File: src/rtl/ssd_scan_pkg.sv
// Shared constants for the four-digit seven-segment scanner.
// Segment patterns are active-low, ordered {a,b,c,d,e,f,g}.
package ssd_scan_pkg;

  localparam logic [6:0] SEG_0     = 7'b0000001;
  localparam logic [6:0] SEG_1     = 7'b1001111;
  localparam logic [6:0] SEG_2     = 7'b0010010;
  localparam logic [6:0] SEG_3     = 7'b0000110;
  localparam logic [6:0] SEG_4     = 7'b1001100;
  localparam logic [6:0] SEG_5     = 7'b0100100;
  localparam logic [6:0] SEG_6     = 7'b0100000;
  localparam logic [6:0] SEG_7     = 7'b0001111;
  localparam logic [6:0] SEG_8     = 7'b0000000;
  localparam logic [6:0] SEG_9     = 7'b0000100;
  localparam logic [6:0] SEG_BLANK = 7'b1111111;

  // Active-low digit enables, one per display position.
  localparam logic [3:0] DIG_EN_C3 = 4'b1110;
  localparam logic [3:0] DIG_EN_C2 = 4'b1101;
  localparam logic [3:0] DIG_EN_C1 = 4'b1011;
  localparam logic [3:0] DIG_EN_C0 = 4'b0111;
  localparam logic [3:0] DIG_OFF   = 4'b1111;

  localparam logic [7:0] SSD_DARK  = 8'b11111111;

endpackage

File: src/rtl/ssd_scan_bcd2seg.sv
// Combinational BCD to active-low seven-segment decode.
// Codes 10..15 are not digits and render blank.
module bcd2seg
  import ssd_scan_pkg::*;
(
  input  logic [3:0] bcd,
  output logic [6:0] seg
);

  always_comb begin
    seg = SEG_BLANK;
    case (bcd)
      4'd0: seg = SEG_0;
      4'd1: seg = SEG_1;
      4'd2: seg = SEG_2;
      4'd3: seg = SEG_3;
      4'd4: seg = SEG_4;
      4'd5: seg = SEG_5;
      4'd6: seg = SEG_6;
      4'd7: seg = SEG_7;
      4'd8: seg = SEG_8;
      4'd9: seg = SEG_9;
      default: seg = SEG_BLANK;
    endcase
  end

endmodule

File: src/rtl/ssd_scan.sv
// Time-multiplexed driver for a four-digit mm.ss countdown display,
// with leading-zero blanking and a blink when the count reaches zero.
module ssd_scan
  import ssd_scan_pkg::*;
#(
  parameter int SCAN_DIV  = 16,
  parameter int BLINK_DIV = 25
) (
  input  logic       clk,
  input  logic       reset_n,
  input  logic [3:0] c0,
  input  logic [3:0] c1,
  input  logic [3:0] c2,
  input  logic [3:0] c3,
  input  logic       en,
  output logic [3:0] ssd_ctl,
  output logic [7:0] ssd
);

  localparam logic [SCAN_DIV-1:0]  SCAN_ONE  = 1;
  localparam logic [BLINK_DIV-1:0] BLINK_ONE = 1;

  logic [SCAN_DIV-1:0]  refresh_cnt;
  logic [BLINK_DIV-1:0] blink_cnt;
  logic [1:0]           idx;
  logic                 wrap;
  logic [3:0]           digit;
  logic [3:0]           ctl_next;
  logic [6:0]           seg_dec;
  logic [6:0]           seg_lit;
  logic                 dp;
  logic                 lead_blank;
  logic                 zero_state;
  logic                 blink_on;
  logic                 blink_dark;
  logic [7:0]           ssd_next;

  assign wrap = &refresh_cnt;

  always_comb begin
    digit    = c3;
    ctl_next = DIG_EN_C3;
    case (idx)
      2'd0: begin digit = c3; ctl_next = DIG_EN_C3; end
      2'd1: begin digit = c2; ctl_next = DIG_EN_C2; end
      2'd2: begin digit = c1; ctl_next = DIG_EN_C1; end
      2'd3: begin digit = c0; ctl_next = DIG_EN_C0; end
      default: begin digit = c3; ctl_next = DIG_EN_C3; end
    endcase
  end

  bcd2seg u_bcd2seg (
    .bcd (digit),
    .seg (seg_dec)
  );

  assign lead_blank = (idx == 2'd3) && (c0 == 4'd0);
  assign seg_lit    = lead_blank ? SEG_BLANK : seg_dec;
  assign dp         = (idx == 2'd2) ? 1'b0 : 1'b1;

  assign zero_state = (c0 == 4'd0) && (c1 == 4'd0) && (c2 == 4'd0) && (c3 == 4'd0);
  assign blink_on   = zero_state && en;
  // Gate with blink_on so a stale count cannot darken a slot once blinking stops.
  assign blink_dark = blink_on && blink_cnt[BLINK_DIV-1];
  assign ssd_next   = blink_dark ? SSD_DARK : {seg_lit, dp};

  always_ff @(posedge clk or negedge reset_n) begin
    if (!reset_n) begin
      refresh_cnt <= '0;
      blink_cnt   <= '0;
      idx         <= 2'd0;
      ssd_ctl     <= DIG_OFF;
      ssd         <= SSD_DARK;
    end else begin
      refresh_cnt <= refresh_cnt + SCAN_ONE;
      blink_cnt   <= blink_on ? (blink_cnt + BLINK_ONE) : '0;
      // Enable and segments load together so a digit never shows another's pattern.
      if (wrap) begin
        ssd_ctl <= ctl_next;
        ssd     <= ssd_next;
        idx     <= idx + 2'd1;
      end
    end
  end

endmodule

File: config.mk
export PLATFORM = sky130hd
export DESIGN_NAME = ssd_scan
export DESIGN_NICKNAME = d
export VERILOG_FILES = /design/src/rtl/ssd_scan_pkg.sv /design/src/rtl/ssd_scan_bcd2seg.sv /design/src/rtl/ssd_scan.sv
export SDC_FILE = /design/constraint.sdc
export NUM_CORES = 1
export LEC_CHECK = 0
export ABC_CLOCK_PERIOD_IN_PS = 3030
export CAP_MARGIN = 0
export CELL_PAD_IN_SITES_DETAIL_PLACEMENT = 0
export CELL_PAD_IN_SITES_GLOBAL_PLACEMENT = 1
export CORE_ASPECT_RATIO = 0.5
export CORE_UTILIZATION = 26
export CTS_BUF_LIST = sky130_fd_sc_hd__clkbuf_16
export CTS_CLUSTER_DIAMETER = 150
export CTS_CLUSTER_SIZE = 28
export DETAILED_ROUTE_END_ITERATION = 6
export PLACE_DENSITY = 0.56
export SYNTH_ARGS = -nofsm -noshare
export SYNTH_HDL_FRONTEND = slang
export SYNTH_SLANG_ARGS = --single-unit
File: constraint.sdc
create_clock -name clk -period 3.03 [get_ports clk]
set_input_delay 0.303 -clock clk [delete_from_list [all_inputs] [get_ports clk]]
set_output_delay 0.303 -clock clk [all_outputs]
set_load 0.005 [all_outputs]
Word level (Yosys, flattened, before mapping)

Memories as Yosys holds them, arrays and structs flattened.
Index checks and enable logic that the tools add are counted.

Eq/ne operators: 3
Reduce and logical (&&, ||, !) cells: 12
$lt $le $gt $ge: 0
Multiply operators: 0
Multiplexer cells: 6
Bitwise operators: 0
Shift-type cells: 0
Div/mod/pow operators: 0
Add/subtract/negate cells: 3

Operator list:

| cell                                                 | count |
|---|---|
| one-hot mux 4 bit (4 select lines)                   | 2 |
| adder 25 x 1 -> 25 bit (second input constant)       | 1 |
| two-way mux 25 bit                                   | 1 |
| adder 16 x 1 -> 16 bit (second input constant)       | 1 |
| zero test 4 bit                                      | 4 |
| AND reduction 16 bit                                 | 1 |
| two-way mux 8 bit                                    | 1 |
| two-way mux 7 bit                                    | 1 |
| logical AND 1 bit                                    | 6 |
| equality test 2 bit (second input constant)          | 2 |
| adder 2 x 1 -> 2 bit (second input constant)         | 1 |
| equality test 2 x 1 -> 1 bit (second input constant) | 1 |
| zero test 2 bit                                      | 1 |
| two-way mux 1 bit                                    | 1 |

Logic and storage cells: 30
Bits in writable memories: 0
Latch bits: 0
Bits in registers: 55
ROM bits: 112
Memories kept: 1

Memories:

| name            | depth | width | rd ports | clocked after Yosys merged registers in | wr ports | line                   | RTL |
|---|---|---|---|---|---|---|---|
| (no name shown) | 16    | 7     | 1        | 0                                       | 0        | ssd_scan_bcd2seg.sv:12 | `case (bcd)` |

Logic depth before layout (Yosys ltp)

Word-level depth: 7
Depth in mapped cells: 10
Gate-level depth less buffers: 10

By module

Synthesis repeated with hierarchy kept, for this count alone.

Cell total of the unflattened synthesis: 299
Area total of the unflattened synthesis: 2957.8 µm²

Modules (own cells, without submodules):

| module   | area each (µm²) | cells each | times used | seq. area each (µm²) |
|---|---|---|---|---|
| ssd_scan | 2747.6          | 266        | 1          | 1391.3 |
| bcd2seg  | 210.2           | 33         | 1          | 0.0 |

Worst setup path before layout

No wires, ideal clock.

Kind: flip-flop to flip-flop
From: reg idx[0]
To: reg ssd[7]
Library setup time: 0.075 ns
Data required time: 2.955 ns
Cell stages (with the launch flop): 11
Clock period less this slack: 1.942 ns
Setup slack: 1.088 ns
Arrival: 1.867 ns
Path buffers: 0
Cells stage by stage: dfrtp_1 > inv_1 > ha_1 > a222oi_1 > mux2i_1 > inv_1 > ha_1 > inv_1 > a21boi_0 > o21ai_0 > a2bb2oi_1

Word-level cells in the longest chain between the ends: 5
Elaborated cells on any way between the ends: 9
Classes of those cells: 3 x eq/ne; 3 x mux; 2 x reduce/logical; 1 x memory

RTL lines:

| element                                           | line                           | RTL |
|---|---|---|
| from (decl)                                       | ssd_scan.sv:25                 | `logic [1:0] idx;` |
| from (signal assigned)                            | ssd_scan.sv:81                 | `idx <= idx + 2'd1;` |
| equality test 2 bit, or another cell as far along | ssd_scan.sv:43, ssd_scan.sv:57 |  |
| one-hot mux 4 bit (4 select lines)                | ssd_scan.sv:43                 | `case (idx)` |
| memory read (16 x 7 bit)                          | --                             |  |
| two-way mux 7 bit (*)                             | ssd_scan.sv:58                 | `assign seg_lit = lead_blank ? SEG_BLANK : seg_dec;` |
| two-way mux 8 bit (*)                             | ssd_scan.sv:65                 | `assign ssd_next = blink_dark ? SSD_DARK : {seg_lit, dp};` |
| to (signal assigned)                              | ssd_scan.sv:80                 | `ssd <= ssd_next;` |
| to (decl)                                         | ssd_scan.sv:17                 | `output logic [7:0] ssd` |

Mark *: on every way between the ends. The rest lies on a longest branch, timed or not.
A chain may end at the register's enable or synchronous reset.

Worst setup path after layout

Ends and elaborated chain as after synthesis.

==> impl_metrics.ini <==
[timing]
relSlewSlack_pct = 26.6
rsz0062_at_grt = false
hold_viol = 0
worstMarginPinSlew_ns = 1.10
clock.fmax_mhz = 451
fin_crit_ns = 2.22
finalMaxSlewViolations = 0
fin_crit_sh_pct = 73.2
setup_violations = 0
fin_setup_tns_ns = 0
finalClockSkew_ns = 0.0105

[detailed_routing]
firstDrtPassIters = 6
drt_iter0_drc = 139
drtAntennaViolNets = 0
drt-total-wl_um = 5560
vias_per_cell = 4.54
drc = 0
wl_per_cell_um = 12.6
vias = 2002

[critical_path]
cp_max_fo = 6
worstSetupPathType = reg2reg
r2r_start = idx[0]$_DFFE_PN0P_
r2r_setup_slack_ns = 0.81
crit_arrival_ns = 2.44
crit_start = idx[0]$_DFFE_PN0P_
endpoint_kind = register
cp.required_ns = 3.25
rr_worst_depth = 10
r2r-end = ssd[7]$_DFFE_PN1P_
cp-start-kind = register

[power]
switchingPower_mw = 0.292
powerDensity_nw_per_um2 = 422
p_seq_share_pct = 51.0
p_leak_nw = 1.33
pwr-share-comb_pct = 4.4
p_int_mw = 1.15
sw_frac_of_total_pct = 20.3
clkPwrFrac_pct = 44.6
ir_worst_vdd_mv = 0.165

[clock_tree]
htreeDepth = 2
cts_resized = 0
postCtsHoldBufs = 0
cts_buffers = 5
path_clk_slew_ns = 0.07
clock_sinks = 55
cts_tree = built
insertion_delay_ns = 0.30
postCtsSetupBuffers = 0
root_buffer = clkbuf_16
clock_path_buffers = 2

[synthesis]
syn-instance-count = 266
synth-edff-count = 0
synth-main-ff-cell = dfrtp_1
ys_seq_elements = 55
synthArstFlopShare_pct = 100
netlist_area_um2 = 2790
synth_top_family_by_area = simple AND/OR/NAND/NOR gates
postSynthAreaPerCell_um2 = 10.5
syn_nets = 296
synthMuxAreaShare_pct = 2.37
synth-compound-area-share_pct = 6.99
yosysSeqAreaShare_pct = 49.8
yosysWarnings = 0
synthAdderAreaFrac_pct = 4.93
synth-simple-area-share_pct = 21.7
ys_types = 36
yosys.area_share.xor_xnor_pct = 11.3

[global_route]
grt_pass1_vias = 1952
overflow = 0
antenna_found_initial = 0
grt_max_degree = 50
grt_usage_pct = 11.0
grt_pass1_wl_um = 9690

[layout]
antenna_cells = 0
final_common_cell = dfrtp_1
final_nets = 330
multi_input_area_um2 = 1320
fin_area_um2 = 3420
fillers = 1024
layout-drive-gt1-share_pct = 11.0
syn_to_final_growth_pct = 22.3
final_cell_mix = dfrtp_1 (43), nor2_1 (32), clkdlybuf4s50_1 (29)
area.sequential_um2 = 1390

[min_path]
hp-class = in2async

[place]
hpwlAfterDp_um = 4020
place_area_um2 = 3250
gp_congestion = 0.753
port-buffer-count = 30

[floorplan]
fp.dieH_um = 75.3
io_pins = 31
start_util_pct = 27.1
die_area_um2 = 11200
coreArea_um2 = 10300
fp.dieW_um = 149
rows = 26

[run]
max_cap_viol_count = 0

[status]
status = finished, final reports clean
## worst max-delay path: stages (launching register included)
cell and delay (ns):
dfrtp_1 0.41, inv_1 0.08, ha_1 0.27, a222oi_1 0.33, mux2i_1 0.20, inv_1 0.16
ha_1 0.16, inv_1 0.03, a21boi_0 0.19, o21ai_0 0.14, a2bb2oi_1 0.17
## synth_stat cells (4+ instances only)
| master | number | share of area [%] |
|---|---|---|
| xor2_1 | 8 | 2.5 |
| nor2_1 | 32 | 4.3 |
| a222oi_1 | 4 | 1.4 |
| a2bb2oi_1 | 7 | 2.2 |
| xnor2_1 | 28 | 8.8 |
| nor3_1 | 7 | 1.3 |
| nand3_1 | 17 | 3.0 |
| nand4_1 | 7 | 1.6 |
| dfrtp_1 | 43 | 39 |
| ha_1 | 11 | 4.9 |
| and4_1 | 6 | 1.9 |
| inv_1 | 15 | 2.0 |
| and3_1 | 5 | 1.1 |
| nand2_1 | 20 | 2.7 |
| dfstp_2 | 12 | 11 |
| o21ai_0 | 10 | 1.8 |
| mux2_2 | 5 | 2.0 |
## flip-flops by register name (all words and copies together), names as in the netlist
signal / count
ssd: 8
blink_cnt: 25
idx: 2
ssd_ctl: 4
refresh_cnt: 16
## final cells by class
type | count | area share (%)
Clock inverter | 3 | 1.10
Timing Repair Buffer | 32 | 9.08
Multi-Input combinational cell | 191 | 38.7
Inverter | 15 | 1.65
Tap cell | 140 | 5.13
Sequential cell | 55 | 40.7
Clock buffer | 5 | 3.66
## power by group through the flow
stage	Clock, mW	Sequential, mW	Combinational (mW)
3_5_place_dp	0	0.748	0.0648
4_1_cts	0.659	0.734	0.0651
2_1_floorplan	0	0.748	0.0184
3_3_place_gp	0	0.748	0.0642
5_1_grt	0.690	0.734	0.0722
6_report	0.642	0.735	0.0633
## layer usage
metal  global-route usage (%)  up-vias  share of wire [%]
met4                     3.78        0                1.7
li1                         -      995                  -
met1                     14.2      961                 50
met3                     2.57       10                3.0
met5                        0        -                  0
met2                     18.6       36                 46
## through the flow
step,std cells,setup WS [ns],hold slack [ns],utilization (%),power (mW)
after floorplan,266,1.09,0.00741,-,0.767
after global placement,433,0.871,0.459,31.6,0.812
after detailed placement,433,0.811,0.460,31.6,0.813
after CTS,441,0.778,0.267,33.1,1.46
after global routing,441,0.570,0.312,33.1,1.50
final,441,0.813,0.216,33.1,1.44
## worst max-delay path by stage
stage	end	depth (start not counted)
final	ssd[7]$_DFFE_PN1P_	10
after global routing	ssd[7]$_DFFE_PN1P_	10
after CTS	ssd[7]$_DFFE_PN1P_	10
after detailed placement	ssd[7]$_DFFE_PN1P_	10
after global placement	ssd[6]$_DFFE_PN1P_	6
after floorplan	ssd[7]$_DFFE_PN1P_	10
## logic make-up after synthesis
kind of cell | count (synthesis)
AND/OR/NAND/NOR | 110
multiplexers | 6
XOR/XNOR | 36
flip-flops | 55
AO/OA/AOI/OAI | 28
buffers and inverters | 20
adder cells (fa/ha/maj) | 11
Note: power is estimated with default switching activity, not from simulation.
